## config.mk

```make
export PLATFORM = sky130hd
export DESIGN_NAME = sync_fifo
export DESIGN_NICKNAME = d
export VERILOG_FILES = /design/src/rtl/sync_fifo.sv
export SDC_FILE = /design/constraint.sdc
export NUM_CORES = 1
export LEC_CHECK = 0
export BUFFER_PORTS_ARGS = -buffer_cell sky130_fd_sc_hd__buf_2
export CORE_UTILIZATION = 55
export DETAILED_ROUTE_END_ITERATION = 16
export GPL_TIMING_DRIVEN = 0
export PLACE_DENSITY = 0.74
export SLEW_MARGIN = 20
export SYNTH_ARGS = -nofsm -noshare
export SYNTH_HDL_FRONTEND = slang
export SYNTH_SLANG_ARGS = --single-unit
```

## constraint.sdc

```tcl
create_clock -name clk -period 2.55 [get_ports clk]
set_clock_uncertainty 0.1 [all_clocks]
set_input_delay 0.255 -clock clk [delete_from_list [all_inputs] [get_ports clk]]
set_output_delay 0.255 -clock clk [all_outputs]
set_load 0.01 [all_outputs]
```

## src/rtl/sync_fifo.sv

```systemverilog
// Single-clock FIFO; full/empty come from pointers carrying one extra wrap bit.
module sync_fifo #(
    parameter int unsigned WIDTH = 8,
    parameter int unsigned DEPTH = 8
) (
    input  logic             clk,
    input  logic             rst_n,
    input  logic             push,
    input  logic [WIDTH-1:0] wdata,
    input  logic             pop,
    output logic [WIDTH-1:0] rdata,
    output logic             full,
    output logic             empty
);

    localparam int unsigned AW = $clog2(DEPTH);
    localparam logic [AW:0] PTR_ONE = {{AW{1'b0}}, 1'b1};

    logic [WIDTH-1:0] mem [DEPTH];
    logic [AW:0]      wr_ptr;
    logic [AW:0]      rd_ptr;
    logic             do_push;
    logic             do_pop;

    assign do_push = push && !full;
    assign do_pop  = pop && !empty;
    assign empty   = (wr_ptr == rd_ptr);
    assign full    = (wr_ptr[AW] != rd_ptr[AW]) && (wr_ptr[AW-1:0] == rd_ptr[AW-1:0]);
    assign rdata   = mem[rd_ptr[AW-1:0]];

    always_ff @(posedge clk) begin
        if (do_push) begin
            mem[wr_ptr[AW-1:0]] <= wdata;
        end
    end

    always_ff @(posedge clk or negedge rst_n) begin
        if (!rst_n) begin
            wr_ptr <= '0;
            rd_ptr <= '0;
        end else begin
            if (do_push) begin
                wr_ptr <= wr_ptr + PTR_ONE;
            end
            if (do_pop) begin
                rd_ptr <= rd_ptr + PTR_ONE;
            end
        end
    end

endmodule

```

==> out/results.ini, run 1 <==
[timing]
relSlewSlack=0.482
fin_crit_sh=0.961
worst_slack_ns=0.0997
worst_pin_slew_ns=0.768
period_needed_ns=2.45
setup_viol=0
fmax_ghz=0.408
slew_violations=0
finalHoldViolCount=0

[grt]
antenna_found_initial=0
grt_max_degree=13
grt_usage=0.203
grt_pass1_vias=1577
grt_pass1_wl_um=8520
use_met1=0.270
grtUsageMet3=0.0541
overflow=0
top_usage_layer=met2
grt_use_met2=0.312

[clock_network]
cts_tree=yes
cts_buffers=9
clockRootBuffer=clkbuf_8
cts.clk_slew.worst_paths_ns=0.08
clk_latency_ns=0.34
cts.sinks=72
clockBufferDepth=2
cts_max_level=3

[placement]
place.gp.congestion=0.761
dp_worst_setup_slack_ns=0.00714
dp_hpwl_um=3460
port_buffers=21
place_inst=245

[layout]
final_common_cell=edfxtp_1
final_nets=200
final_core_util=0.668
seqCellArea_um2=2120
stdcell_count=263
multi_input_area_um2=1030
syn2layout_area_growth_pct=16.6
diodes=0
drive_gt1_frac=0.419
final.fill_count=354
final_cell_mix=edfxtp_1 (64), buf_2 (23), mux4_1 (9), mux2_4 (9), clkbuf_8 (9)

[floorplan]
initial_core_util=0.573
design.core.area_um2=5540
die_area_um2=6080
fp.dieW_um=78.0
row_count=27
ios=22
fp.dieH_um=78.0

[critical_path]
path_cells=buf_2 > buf_4 > mux4_2 > mux2_4 > buf_2
cp_max_fo=10
crit_type=reg -> out
worst-r2r-setup-slack_ns=0.16
crit_required_ns=2.19
critPathLaunchType=flop
crit_arrival_ns=2.10
end_kind=output pin
cpMaxStageDelayCell=dfrtp_1
cpPeakStageDelay_ns=0.48
cp_common_cell=buf_2
cp_top_family=buffers and inverters
r2r_end=mem[2][7]$_DFFE_PP_
worstSetupStartpoint=rd_ptr[1]$_DFFE_PN0P_
rr_worst_depth=4
path_buf_inv=3
reg2reg_from=wr_ptr[0]$_DFFE_PN0P_

[yosys]
yosys_warnings=0
ys_seq_elements=72
syn_inst=151
synth.distinct_cells=33
syn_area_um2=3170
yosys-top-cells-area=edfxtp_1 (61%), mux4_1 (7.5%), dfrtp_1 (6.3%)
avgSynthCellArea_um2=21.0
yosysTopAreaCell=edfxtp_1
ys_seq_area_frac=0.669
synth_top_cell_area_share=0.606
synth_fp_nets=165

[worst_hold_path]
hp-class=in -> reg
holdPathStages=1
hp-start=wdata[6]
min_to=mem[2][6]$_DFFE_PP_

[routing]
post_drt_wl_per_cell_um=20.3
drcViolationCount=0
wl_um=5340
drtPass1Iterations=4
drt_iter0_drc=123
viasPerCell=5.77
dr_total_vias=1517
antenna_left=0

[run]
cap_viol_max_count=0

[run_status]
status=finished clean

[power_and_ir_drop]
powerDensity_nw_per_um2=1230
power.leakage_nw=1.30
power_mw=4.56
irDropWorstVdd_mv=0.651

==> registers in the layout, summed over array words and instances, names as in the netlist <==
register  count
mem          64
wr_ptr        4
rd_ptr        4
==> logic make-up (layout without fill, tap and decap cells) <==
| logic type | Yosys count | in the layout | share of synthesized area |
|---|---|---|---|
| flip-flops | 72 | 72 | 0.669 |
| XOR/XNOR | 9 | 9 | 0.0390 |
| multiplexers | 26 | 26 | 0.170 |
| adder cells (fa/ha/maj) | 2 | 2 | 0.00789 |
| AO/OA/AOI/OAI | 9 | 9 | 0.0438 |
| buffers and inverters | 9 | 49 | 0.0229 |
| AND/OR/NAND/NOR | 24 | 24 | 0.0473 |
==> how the worst max path moves through the flow <==
| stage | endpoint | slack [ns] | depth (start not counted) |
|---|---|---|---|
| after floorplan | mem[5][0]$_DFFE_PP_ | 0.27 | 4 |
| after global placement | mem[5][7]$_DFFE_PP_ | -0.37 | 4 |
| after detailed placement | mem[3][7]$_DFFE_PP_ | 0.007 | 4 |
| after CTS | mem[6][7]$_DFFE_PP_ | 0.004 | 4 |
| after global routing | rdata[3] | -0.003 | 5 |
| final | rdata[3] | 0.1 | 5 |
==> metrics by stage <==
stage | TNS, ns | area (um^2) | hold slack (ns)
finish | 0 | 3700 | 0.0816
global route | -0.00305 | 3700 | 0.0879
CTS | 0 | 3660 | 0.0795
detailed placement | 0 | 3400 | 0.00796
global placement | -9.18 | 3370 | 0.00283
floorplan | 0 | 3170 | -0.141
==> layer usage <==
metal  vias to the layer above  wire, um
li1                        699         -
met4                         0       111
met5                         -         0
met2                        29      2660
met1                       777      2390
met3                        12       177
==> synth_stat cells <==
library cell / instances
mux4_2: 7
and4_2: 1
buf_4: 1
nor3_1: 3
nand4_1: 2
xor2_1: 1
buf_6: 2
o41ai_2: 2
o311ai_0: 1
o41ai_1: 1
o41ai_4: 2
xor2_4: 2
nor4_2: 2
xor2_2: 1
inv_1: 2
edfxtp_1: 64
or3_4: 1
nor2_1: 5
mux4_1: 9
or2b_1: 2
mux2_2: 1
mux2_4: 9
o311ai_2: 1
buf_2: 3
ha_1: 2
and4_1: 1
buf_12: 1
nor2b_1: 1
nand2_1: 4
xnor2_1: 5
and2_1: 2
dfrtp_1: 8
o311ai_1: 2
==> final cells by class <==
class,instances,area share
tap,72,0.0244
buffer,7,0.0183
clock inverter,6,0.0291
sequential,72,0.574
clock buffer,10,0.0345
multi-input combinational,70,0.279
timing repair buffer,24,0.0386
inverter,2,0.00203
==> power by group <==
part	switching, mW	total (mW)	internal (mW)
clock	0.395	1.04	0.647
sequential	0.130	1.65	1.52
combinational	1.01	1.87	0.864
==> what timing repair did <==
action                                 in CTS  in global routing
hold buffers                                1                  0
resized for setup                           5                  3
setup endpoints to repair                  25                 25
endpoints found under the hold margin       8                  0
setup buffers                               0                  1
(Power assumes the default switching activity.)
==> inputs of run 2 (changes only) <==
--- a/config.mk
+++ b/config.mk
@@ -6,6 +6,7 @@
 export NUM_CORES = 1
 export LEC_CHECK = 0
 export BUFFER_PORTS_ARGS = -buffer_cell sky130_fd_sc_hd__buf_2
+export CORE_ASPECT_RATIO = 1.4
 export CORE_UTILIZATION = 55
 export DETAILED_ROUTE_END_ITERATION = 16
 export GPL_TIMING_DRIVEN = 0
==> run 2 against run 1 <==
Compared with the run above: non-clock buffer count shrank 1; design area shrank 2.3%; die area is essentially flat; sequential power is essentially flat; global-route usage grew 0.79 points; flip-flop and latch count is the same; count of clock-buffer cells in the layout shrank 1.
==> out/results.ini, run 2 (synthesis gave the netlist of run 1 again) <==
[layout]
final_cell_mix=edfxtp_1 (64), buf_2 (23), mux4_1 (9), mux2_4 (9), clkbuf_8 (9)
final_common_cell=edfxtp_1
final_nets=199
drive_gt1_frac=0.405
largest_register_ffs=64
diodes=0
syn2layout_area_growth_pct=13.9

[critical_path]
worst-r2r-setup-slack_ns=0.02
crit_type=reg -> reg
critPathLaunchType=flop
crit_required_ns=2.41
cp_top_family=simple AND/OR/NAND/NOR gates
cpMaxStageDelayCell=nor2_1
path_buf_inv=0
cp_max_fo=8
r2r_end=mem[1][5]$_DFFE_PP_
rr_worst_depth=3
end_kind=flop
cpPeakStageDelay_ns=0.71
crit_arrival_ns=2.40
path_cells=xnor2_1 > o41ai_2 > nor2_1
reg2reg_from=rd_ptr[3]$_DFFE_PN0P_

[clock_network]
cts_setup_buffers=0
cts_tree=yes
cts.sinks=72
cts_max_level=3
clockRootBuffer=clkbuf_8
cts_buffers=9
clockBufferDepth=2
clk_latency_ns=0.34
cts.clk_slew.worst_paths_ns=0.07

[routing]
viasPerCell=5.94
dr_total_vias=1532
post_drt_wl_per_cell_um=21.5
antenna_left=0
drtPass1Iterations=4
drcViolationCount=0
drt_iter0_drc=98
wl_um=5550

[run]
cap_viol_max_count=0

[grt]
use_met1=0.235
antenna_found_initial=0
top_usage_layer=met2
grt_usage=0.211
grt_pass1_wl_um=8660
grt_max_degree=13
grtUsageMet3=0.0697
grt_use_met2=0.344
overflow=0
grt_pass1_vias=1662

[floorplan]
row_count=32
die_area_um2=6080
design.core.area_um2=5530
ios=22
fp.dieW_um=66.2
fp.dieH_um=91.9
initial_core_util=0.574

[power_and_ir_drop]
irDropWorstVdd_mv=0.562
powerDensity_nw_per_um2=1200
power.leakage_nw=1.26

[placement]
dp_worst_setup_slack_ns=-0.157
dp_hpwl_um=3780
place.gp.congestion=0.688
port_buffers=21

[timing]
worst_pin_slew_ns=0.862
setup_viol=0
fmax_ghz=0.395
finalHoldViolCount=0
worst_slack_ns=0.0177
period_needed_ns=2.53
slew_violations=0
hold_ws_ns=0.0858
rsz0062_at_grt=true
relSlewSlack=0.422
fin_crit_sh=0.993

[worst_hold_path]
min_to=mem[3][1]$_DFFE_PP_
hp-start=wdata[1]
hp-class=in -> reg
holdPathStages=1

[run_status]
status=finished clean

-- run 2: cell count changes in the layout (fill, tap and decap cells not counted), moves of 2 or more --
cell        delta
nor2_1         +2
clkinvlp_4     +2
bufinv_16      -2
nor2_2         -2
-- run 2: report_power, final --
part	switching, mW	internal (mW)
clock	0.390	0.441
sequential	0.131	1.52
combinational	1.02	0.852
-- run 2: per-stage QoR --
step	area (um^2)	total power, mW	utilization	std cells	TNS (ns)
final	3610	4.35	0.654	258	0
after global routing	3610	4.57	0.654	258	-1.80
after CTS	3590	4.34	0.650	258	0
after detailed placement	3390	3.49	0.613	241	-1.26
after global placement	3360	3.38	0.609	240	-6.82
after floorplan	3170	3.02	-	151	0
-- run 2: what timing repair did --
item	CTS	global route
setup endpoints to repair	10	41
hold buffers	1	0
hold endpoints to repair	8	0
resized for setup	2	4
-- run 2: metal layers --
metal / share of wire / vias to the layer above
met3: 0.029 / 16
met1: 0.38 / 792
li1: - / 692
met5: 0 / -
met4: 0.036 / 0
met2: 0.55 / 32
-- run 2: layout make-up --
class                           count  area (um^2)
Sequential cell                    72         2120
Fill cell                         384         1910
Multi-Input combinational cell     70         1020
Clock buffer                        9          124
Timing Repair Buffer               23          123
Tap cell                           68         85.1
Buffer                              7         67.6
Clock inverter                      7         62.6
Inverter                            2         7.51
-- run 2: worst max-delay path by stage --
stage                               start                   to  slack [ns]  cells past startpoint
finish              rd_ptr[3]$_DFFE_PN0P_  mem[1][5]$_DFFE_PP_        0.02                      3
CTS                 wr_ptr[0]$_DFFE_PN0P_  mem[5][5]$_DFFE_PP_       0.001                      4
floorplan           wr_ptr[0]$_DFFE_PN0P_  mem[5][0]$_DFFE_PP_        0.27                      4
detailed placement  wr_ptr[0]$_DFFE_PN0P_  mem[4][7]$_DFFE_PP_       -0.16                      4
global route        wr_ptr[0]$_DFFE_PN0P_  mem[0][5]$_DFFE_PP_       -0.08                      4
global placement    wr_ptr[0]$_DFFE_PN0P_  mem[6][7]$_DFFE_PP_       -0.33                      4
